<file path="src/rtl/fwu_resp_framer.sv">
// Store-and-forward response framer: buffers one packet, then emits SOF, LEN, payload, CHK
// to the UART byte transmitter. Define FWU_FRAMER_EOF_EN to append an EOF byte after CHK.
module fwu_resp_framer #(
    parameter int unsigned MAX_LEN  = 64,
    parameter logic [7:0]  SOF_BYTE = 8'hA5,
    parameter logic [7:0]  EOF_BYTE = 8'h5A
) (
    input  logic       clk,
    input  logic       rst,
    input  logic [7:0] in_data,
    input  logic       in_valid,
    input  logic       in_last,
    output logic       in_ready,
    output logic [7:0] tx_data,
    output logic       tx_valid,
    input  logic       tx_ready,
    output logic       busy,
    output logic       frame_done,
    output logic       trunc
);

    localparam int unsigned AW    = (MAX_LEN > 1) ? $clog2(MAX_LEN) : 1;
    localparam int unsigned DEPTH = 1 << AW;

    localparam logic [2:0] S_FILL = 3'd0;
    localparam logic [2:0] S_SOF  = 3'd1;
    localparam logic [2:0] S_LEN  = 3'd2;
    localparam logic [2:0] S_PAY  = 3'd3;
    localparam logic [2:0] S_CHK  = 3'd4;
`ifdef FWU_FRAMER_EOF_EN
    localparam logic [2:0] S_EOF  = 3'd5;
    localparam logic [2:0] S_LAST = S_EOF;
`else
    localparam logic [2:0] S_LAST = S_CHK;
    // EOF marker is not emitted in this build.
    logic [7:0] unused_eof;
    assign unused_eof = EOF_BYTE;
`endif

    logic [2:0] state;
    logic [7:0] cnt;
    logic [7:0] rd;
    logic [7:0] chk;
    logic [7:0] mem [DEPTH];

    logic       in_fire;
    logic       tx_fire;
    logic       in_final;
    logic       frame_end;
    logic [7:0] rd_nxt;

    assign in_fire   = in_valid && in_ready;
    assign tx_fire   = tx_valid && tx_ready;
    assign in_final  = in_last || (cnt == 8'(MAX_LEN - 1));
    assign frame_end = tx_fire && (state == S_LAST);
    assign rd_nxt    = rd + 8'd1;
    assign busy      = (state != S_FILL);

    // NOTE: the payload buffer is deliberately left out of reset; cnt bounds every read,
    // so stale contents are never emitted and the array can map onto plain RAM.
    always_ff @(posedge clk) begin
        if (in_fire) begin
            mem[cnt[AW-1:0]] <= in_data;
        end
    end

    always_ff @(posedge clk) begin
        if (rst) begin
            state      <= S_FILL;
            cnt        <= 8'h00;
            rd         <= 8'h00;
            chk        <= 8'h00;
            in_ready   <= 1'b0;
            tx_valid   <= 1'b0;
            tx_data    <= 8'h00;
            frame_done <= 1'b0;
            trunc      <= 1'b0;
        end else begin
            frame_done <= 1'b0;
            trunc      <= 1'b0;

            case (state)
                S_FILL: begin
                    in_ready <= 1'b1;
                    if (in_fire) begin
                        cnt <= cnt + 8'd1;
                        chk <= chk + in_data;
                        if (in_final) begin
                            // Buffer full without in_last: the remainder becomes a new packet.
                            trunc    <= !in_last;
                            in_ready <= 1'b0;
                            tx_data  <= SOF_BYTE;
                            tx_valid <= 1'b1;
                            state    <= S_SOF;
                        end
                    end
                end
                S_SOF: begin
                    if (tx_fire) begin
                        tx_data <= cnt;
                        state   <= S_LEN;
                    end
                end
                S_LEN: begin
                    if (tx_fire) begin
                        tx_data <= mem[{AW{1'b0}}];
                        rd      <= 8'h00;
                        state   <= S_PAY;
                    end
                end
                S_PAY: begin
                    if (tx_fire) begin
                        if (rd == cnt - 8'd1) begin
                            tx_data <= cnt + chk;
                            state   <= S_CHK;
                        end else begin
                            rd      <= rd_nxt;
                            tx_data <= mem[rd_nxt[AW-1:0]];
                        end
                    end
                end
                S_CHK: begin
`ifdef FWU_FRAMER_EOF_EN
                    if (tx_fire) begin
                        tx_data <= EOF_BYTE;
                        state   <= S_EOF;
                    end
`endif
                end
`ifdef FWU_FRAMER_EOF_EN
                S_EOF: begin
                end
`endif
                default: state <= S_FILL;
            endcase

            // Final frame byte accepted: drop the packet and reopen the input.
            if (frame_end) begin
                state      <= S_FILL;
                tx_valid   <= 1'b0;
                tx_data    <= 8'h00;
                cnt        <= 8'h00;
                rd         <= 8'h00;
                chk        <= 8'h00;
                in_ready   <= 1'b1;
                frame_done <= 1'b1;
            end
        end
    end

endmodule

</file>
<file path="config.mk">
export PLATFORM = sky130hd
export DESIGN_NAME = fwu_resp_framer
export DESIGN_NICKNAME = d
export VERILOG_FILES = /design/src/rtl/fwu_resp_framer.sv
export SDC_FILE = /design/constraint.sdc
export NUM_CORES = 1
export LEC_CHECK = 0
export ABC_CLOCK_PERIOD_IN_PS = 2700
export BUFFER_PORTS_ARGS = -buffer_cell sky130_fd_sc_hd__buf_2
export CAP_MARGIN = 20
export CORE_ASPECT_RATIO = 1.75
export CORE_MARGIN = 2
export CORE_UTILIZATION = 40
export DETAILED_ROUTE_END_ITERATION = 6
export HOLD_SLACK_MARGIN = 0.08
export RECOVER_POWER = 100
export SETUP_SLACK_MARGIN = 0.4
export SLEW_MARGIN = 5
export SYNTH_ARGS = -nofsm -noshare
export SYNTH_HDL_FRONTEND = slang
export SYNTH_SLANG_ARGS = --single-unit
</file>
<file path="constraint.sdc">
create_clock -name clk -period 2.7 [get_ports clk]
set_input_delay 0.405 -clock clk [delete_from_list [all_inputs] [get_ports clk]]
set_output_delay 0.405 -clock clk [all_outputs]
set_load 0.02 [all_outputs]
</file>
; Yosys cells after proc, flatten, opt, wreduce, memory -nomap -nowiden
; Memories as Yosys holds them, arrays and structs flattened.
; Index checks and enable logic that the tools add are counted.
[word_totals]
mem_bits_rw = 512
input_bits = 13
word_cells = 74
output_inout_bits = 13
ff_bits = 39
n_memories = 1
[mem_list]
columns = memory, words, word_bits, rd, rd_ports_with_merged_regs, write_ports, line
row1 = mem, 64, 8, 2, 0, 1, 44  ; logic [7:0] mem [DEPTH];
[op_classes]
muxes = 25
add_sub_neg = 5
bitwise = 4
n_reduce_logical = 17
eq_ne = 13
[ops]
columns = op, n
row1 = $mux W8, 9
row2 = $pmux W8 S4, 1
row3 = $mux W3, 6
row4 = $add A8 B1 Y8 const B, 2
row5 = $add A8 B8 Y8, 2
row6 = $pmux W8 S2, 1
row7 = $pmux W3 S5, 1
row8 = $ne A2 B2 Y1 const B, 7
row9 = $eq A8 B6 Y1 const B, 1
row10 = $eq A8 B8 Y1, 1
row11 = $sub A8 B1 Y8 const B, 1
row12 = $mux W1, 7
row13 = $reduce_and A7 Y1, 1
row14 = $eq A3 B2 Y1 const B, 2
row15 = $reduce_and A6 Y1, 1
row16 = $not A1 Y1, 4
row17 = $reduce_and A4 Y1, 1
row18 = $reduce_bool A2 Y1, 2
row19 = $reduce_bool A4 Y1, 1
row20 = $reduce_or A4 Y1, 1
row21 = $eq A3 B1 Y1 const B, 1
row22 = $eq A3 B3 Y1 const B, 1
row23 = $logic_and A1 B1 Y1, 3
row24 = $logic_not A3 Y1, 1
row25 = other kinds (6), 6

; Logic depth before layout (Yosys ltp)
; Gate-level depths: netlist of run 1.
[logic_depth]
word_depth = 6
depth_mapped = 11
depth_no_buf = 10

; Least setup slack after synthesis of run 1
; OpenSTA, ideal clock, no wires.
[synth_timing]
path_kind = flip-flop to flip-flop
start = register rd[1]
end = register tx_data[6]
arrival_time_ns = 2.645
period_less_slack_ns = 2.775
setup_ns = 0.131
setup_slack_ns = -0.075
path_buffers = 2
t_required_ns = 2.569
path_stages_with_launch = 9
path_cell_list = dfxtp_1 ha_1 clkbuf_1 clkbuf_1 mux4_2 mux4_2 a22o_1 a221oi_1 o211ai_1
[synth_via]
elab_chain_len = 5
word_cells_on_any_way = 6
cone_classes = add/sub: 1 / eq/ne: 1 / mux: 3 / memory: 1
[synth_rtl]
columns = element, line
row1 = "start, declared", 42  ; logic [7:0] rd;
row2 = "start signal, assigned", 117  ; rd <= rd_nxt;
row3 = $add A8 B1 Y8, 56  ; assign rd_nxt = rd + 8'd1;
row4 = $mem_v2 Z64 W8, --
row5 = $mux W8 (*), 113  ; if (rd == cnt - 8'd1) begin
row6 = $mux W8 (*), 112  ; if (tx_fire) begin
row7 = $pmux W8 S4 (*), 82  ; case (state)
row8 = "end signal, assigned", 100  ; tx_data <= cnt;
row9 = "end signal, assigned", 114  ; tx_data <= cnt + chk;
row10 = "end signal, assigned", 118  ; tx_data <= mem[rd_nxt[AW-1:0]];
row11 = "end, declared", 14  ; output logic [7:0] tx_data,
; Mark *: on every way between the ends. The rest lies on a longest branch, timed or not. The select of a mux whose other input is x is not followed.
; A chain may end at the register's enable or synchronous reset.

; Worst setup path after layout of run 1
[layout_timing]
start = register rd[0]
end = register tx_data[3]
; The elaborated chain is that of the path after synthesis.

==> results of run 1 <==
## routing by layer
layer | share of wire [%] | vias to the layer above | track usage (%)
met4 | 6.6 | 0 | 11.5
li1 | - | 5172 | -
met2 | 54 | 404 | 37.8
met1 | 34 | 6247 | 21.5
met5 | 0 | - | 0
met3 | 4.5 | 141 | 2.49
## registers in the layout, summed over array words and instances (netlist names)
signal / count
mem: 512
frame_done: 1
trunc: 1
tx_valid: 1
cnt: 8
tx_data: 8
rd: 8
in_ready: 1
state: 3
chk: 8
## critical path, stage by stage (launching register included)
cell and delay (ps):
dfxtp_4 370, ha_4 310, buf_12 140, buf_6 110, mux4_2 340, mux4_2 560
a22o_1 280, a221oi_2 190, o221ai_1 160
## path summary, 6_finish.rpt
| kind | startpoint | to | slack [ps] | cells past startpoint |
|---|---|---|---|---|
| max | rd[0] | tx_data[3] | 70 | 8 |
| min | rst | in_ready | 120 | 2 |
| max reg2reg | rd[0] | tx_data[3] | 70 | 8 |
| min reg2reg | chk[0] | chk[0] | 490 | 2 |
## metrics by stage
step           util (%)  instance area [um2]  hold WS, ps  setup WS (ps)  power, mW
6_report           47.5                26300          124           73.1       16.4
5_1_grt            47.5                26300          121           15.8       16.8
4_1_cts            47.9                26500         98.8            103       16.5
3_5_place_dp       44.4                24600          485           6.88       9.98
3_3_place_gp       44.4                24600          474          -8.01       9.96
2_1_floorplan         -                22900          452            359       9.73
## layout by cell type, fill, tap and decap left out, drive strengths merged, types with 3 or more instances in the layout
cell / n
edfxtp: 512
clkbuf: 168
mux4: 159
nor2: 94
buf: 90
dfxtp: 39
nand2: 34
a21oi: 27
o21ai: 24
inv: 19
nand3: 18
xnor2: 18
ha: 17
clkinv: 17
nor3: 13
xor2: 12
a22o: 12
a21o: 8
nor2b: 7
and3: 6
nand4: 6
nand2b: 6
or3: 6
o211ai: 5
a31oi: 5
nand3b: 4
a221oi: 4
a22oi: 4
bufinv: 4
nor4: 4
a211oi: 4
and2: 4
o21a: 3
mux2i: 3
o221ai: 3
or2: 3
o31ai: 3
## logic make-up after synthesis
logic type	share of synthesized area, %
XOR/XNOR	1.17
flip-flops	72.0
buffers and inverters	1.44
multiplexers	16.1
adder cells (fa/ha/maj)	1.13
AND/OR/NAND/NOR	4.36
AO/OA/AOI/OAI	3.80
## power by group
group / switching, mW / internal, mW
Sequential: 0.0290 / 9.35
Clock: 3.02 / 3.56
Combinational: 0.313 / 0.115
Total: 3.36 / 13.0
## layout make-up
class | instances | area, um2
Clock buffer | 57 | 1200
Clock inverter | 26 | 244
Fill cell | 4637 | 29000
Inverter | 16 | 70.1
Multi-Input combinational cell | 542 | 6150
Sequential cell | 551 | 16200
Tap cell | 696 | 871
Timing Repair Buffer | 202 | 1590
## timing repair
| item | CTS | global route |
|---|---|---|
| pin swaps | 12 | 10 |
| gates cloned | 5 | 2 |
| endpoints found under the setup margin | 17 | 20 |
| endpoints found under the hold margin | 1 | 0 |
| hold buffers | 1 | 0 |
| buffers inserted | 23 | 6 |
| gates resized for setup | 29 | 15 |
==> flow_summary_export.csv, run 1 <==
group,metric,value,unit
logic_synthesis,netlist.area_leader.share,68.5,%
clock_network,cts_sinks,551,
logic_synthesis,synth_edf_count,512,
detailed_routing,dr.first_iter.drc_count,1094,
sta,layout_min_cycle_time,2630,ps
logic_synthesis,yosysTopAreaCell,"edfxtp_1",
cells_and_area,fin_cells,2090,
logic_synthesis,ys_top_cells_by_count,"edfxtp_1 (512), mux4_2 (159), nor2_1 (94)",
logic_synthesis,synth_cell_types,64,
min_path,hold_path_class,"in -> reg",
power,ir_drop,0.397,mV
die,fp-row-count,114,
logic_synthesis,yosys_warnings,0,
logic_synthesis,yosys_register_bits,551,
die,io_pins,26,
placed_design,dpl.hpwl,38200,um
sta,report.final.slew_viol_count,193,
cells_and_area,layout-drive-gt1-share,28.2,%
logic_synthesis,ys_top_cells_by_area,"edfxtp_1 (69%), mux4_2 (16%), dfxtp_1 (3.5%), nor2_1 (1.6%), ha_1 (0.95%)",
outcome,violations,"capacitance limit, slew limit",
global_route,first_global_vias,12557,
detailed_routing,wire_per_inst,27.5,um
detailed_routing,firstDrtPassIters,5,
sta,skew,23.7,ps
sta,rsz0062_at_grt,"true",
logic_synthesis,synth.most_common_cell,"edfxtp_1",
detailed_routing,viasPerCell,5.72,
detailed_routing,detail-route-antenna-nets,0,
global_route,overflow,0,
cells_and_area,syn2layout_area_growth,17.2,%
cells_and_area,diodes,0,
logic_synthesis,synthFlopType,"edfxtp_1",
clock_network,clkLatencyLatePin,600,ps
die,core,55300,um2
worst_setup_path,path_max_fanout,5,
sta,worstMarginPinSlew,1580,ps
detailed_routing,wl,57400,um
clock_network,cts_htree_levels,2,
outcome,status,"finished with violations",
sta,fin_crit_sh,97.3,%
logic_synthesis,async_flop_share,0,%
clock_network,clk_pin_slew,70,ps
power,p_leak,8.23,nW
worst_setup_path,worstSetupPathType,"reg -> reg",
worst_setup_path,arrival,3070,ps
global_route,antenna_found_initial,0,
logic_synthesis,yosysSeqAreaShare,72.0,%
flow_run,cap_violations,3,
die,fp.dieW,183,um
cells_and_area,fin_nets,1391,
global_route,grt_pass1_wl,83800,um
clock_network,cts-root-buf,"clkbuf_16",
sta,finalSetupTns,0,ps
placed_design,numPortBuffers,25,
sta,finalSetupViolations,0,
placed_design,post-place-cells,1970,
detailed_routing,vias,11964,
detailed_routing,drc,0,
logic_synthesis,synthCells,1168,
global_route,grt_max_degree,65,
placed_design,gp_congestion,0.873,
power,p_per_area,623,nW/um2
worst_setup_path,start_kind,"flop",
clock_network,cts_made_buffers,46,
worst_setup_path,cp.required,3140,ps
die,start_util,40.5,%
die,die_height,317,um
sta,fmax,381,MHz
logic_synthesis,synth.cell_area,22400,um2
logic_synthesis,syn-num-nets,1200,
sta,hold_viol,0,
sta,relSlewSlack,-5.50,%
clock_network,tritoncts,"done",
clock_network,clockBufferDepth,3,
worst_setup_path,end_kind,"flop",
global_route,grtUsageTotal,20.1,%
die,die-area,58100,um2
logic_synthesis,avgSynthCellArea,19.2,um2
No activity file was read; power rests on OpenSTA's default activity.
==> inputs of run 2 (changes only) <==
Settings changed: SETUP_SLACK_MARGIN 0.4 to not set.
==> flow_summary_export.csv, run 2 (same netlist as run 1, synthesis figures left out) <==
group,metric,value,unit
cells_and_area,diodes,0,
min_path,hold_path_class,"in -> reg",
worst_setup_path,crit_buf_inv,3,
sta,layout_min_cycle_time,2700,ps
clock_network,tritoncts,"done",
clock_network,cts-root-buf,"clkbuf_16",
worst_setup_path,end_kind,"flop",
global_route,overflow,0,
clock_network,cts_made_buffers,47,
detailed_routing,wl,58000,um
worst_setup_path,cp.required,3000,ps
die,fp-row-count,114,
power,p_leak,8.25,nW
die,core,55300,um2
die,die_height,317,um
global_route,first_global_vias,12311,
worst_setup_path,slowest_stage,"clkbuf_1",
worst_setup_path,cpPeakStageDelay,1040,ps
sta,rsz0062_at_grt,"true",
outcome,violations,"capacitance limit, slew limit",
cells_and_area,syn2layout_area_growth,16.7,%
die,die-area,58100,um2
sta,skew,16.1,ps
cells_and_area,final_cell_mix,"edfxtp_1 (512), mux4_2 (159), nor2_1 (94), clkbuf_1 (84), buf_4 (80)",
worst_setup_path,worstSetupPathType,"in -> reg",
sta,report.final.slew_viol_count,35,
die,fp.dieW,183,um
die,start_util,40.5,%
global_route,grt_pass1_wl,83400,um
detailed_routing,drc,0,
detailed_routing,firstDrtPassIters,5,
sta,fin_crit_sh,99.9,%
placed_design,numPortBuffers,25,
clock_network,cts_htree_levels,2,
worst_setup_path,start_kind,"primary input",
worst_setup_path,path_max_fanout,42,
detailed_routing,dr.first_iter.drc_count,1077,
sta,worstMarginPinSlew,1510,ps
detailed_routing,viasPerCell,5.69,
placed_design,gp_congestion,0.849,
power,p_per_area,639,nW/um2
global_route,grt_max_degree,65,
clock_network,clk_pin_slew,70,ps
die,io_pins,26,
flow_run,cap_violations,1,
sta,holdWs,132,ps
outcome,status,"finished with violations",
worst_setup_path,crit_family,"buffers and inverters",
placed_design,dpl.hpwl,39500,um
detailed_routing,detail-route-antenna-nets,0,
global_route,grtUsageTotal,20.1,%
sta,relSlewSlack,-0.395,%
sta,hold_viol,0,
sta,fmax,371,MHz
clock_network,cts_sinks,551,
detailed_routing,wire_per_inst,27.6,um
clock_network,clockBufferDepth,3,
cells_and_area,largest_reg_flops,512,
worst_setup_path,cp_common_cell,"clkbuf_1",
sta,finalSetupTns,0,ps
detailed_routing,vias,11928,
sta,finalSetupViolations,0,
worst_setup_path,arrival,2990,ps
global_route,antenna_found_initial,0,
cells_and_area,fillCellCount,4682,
clock_network,clkLatencyLatePin,580,ps
cells_and_area,layout-drive-gt1-share,27.5,%
power,ir_drop,0.410,mV
cells_and_area,fin_nets,1398,
worst_setup_path,path_cells,"clkbuf_1, clkbuf_1, clkbuf_4",
cells_and_area,layout_commonest_cell,"edfxtp_1",
-- run 2: worst reg2reg max path, delay by kind of cell, from the launching register on --
kind / cells / cell delay, ps
AO/OA/AOI/OAI: 4 / 1130
AND/OR/NAND/NOR: 3 / 960
flip-flops: 1 / 310
buffers and inverters: 1 / 200
-- run 2: final cells by class --
type	count	area, um2	area share (%)
clock inverters	26	309	1.18
flip-flops and latches	551	16200	61.7
multi-input cells	542	6040	23.1
well taps	696	871	3.33
clock buffers	59	1220	4.67
inverters	16	60.1	0.229
repair buffers	208	1520	5.79
-- run 2: repair_timing --
item / CTS / global route
hold endpoints to repair: 1 / 0
setup endpoints to repair: 4 / 11
hold buffers: 1 / 0
resized for setup: 3 / 10
pin swaps: 0 / 4
cloned: 0 / 4
setup buffers: 0 / 25
-- run 2: routing by layer --
layer / routed length (um) / global-route usage (%) / part of all wire [%] / vias up
li1: - / - / - / 5173
met1: 20200 / 22.0 / 35 / 6289
met2: 32400 / 38.6 / 56 / 345
met3: 2180 / 2.11 / 3.8 / 121
met4: 3150 / 9.40 / 5.4 / 0
met5: 0 / 0 / 0 / -
-- run 2: where the power goes --
| group | total, mW | switching, mW | internal (mW) |
|---|---|---|---|
| logic | 0.428 | 0.318 | 0.110 |
| clock network | 6.93 | 3.04 | 3.89 |
| registers | 9.37 | 0.0219 | 9.35 |
| total | 16.7 | 3.38 | 13.3 |
-- run 2: final timing paths --
path | start | to | slack, ps | depth (start not counted)
setup / recovery | in_data[0] | mem[20][0] | 3 | 3
hold / removal | rst | state[2] | 130 | 2
setup reg to reg | cnt[3] | tx_data[6] | 40 | 8
hold reg to reg | chk[6] | chk[6] | 480 | 2
-- run 2: through the flow --
stage | power [mW] | instances | utilization, % | worst slack, ps | instance area (um2)
2_1_floorplan | 9.71 | 1168 | - | -64.8 | 22400
3_3_place_gp | 9.97 | 1983 | 44.4 | -62.2 | 24600
3_5_place_dp | 9.99 | 1983 | 44.4 | -101 | 24600
4_1_cts | 16.9 | 2069 | 47.2 | -13.6 | 26100
5_1_grt | 17.2 | 2098 | 47.3 | -39.2 | 26200
6_report | 16.7 | 2098 | 47.3 | 2.53 | 26200
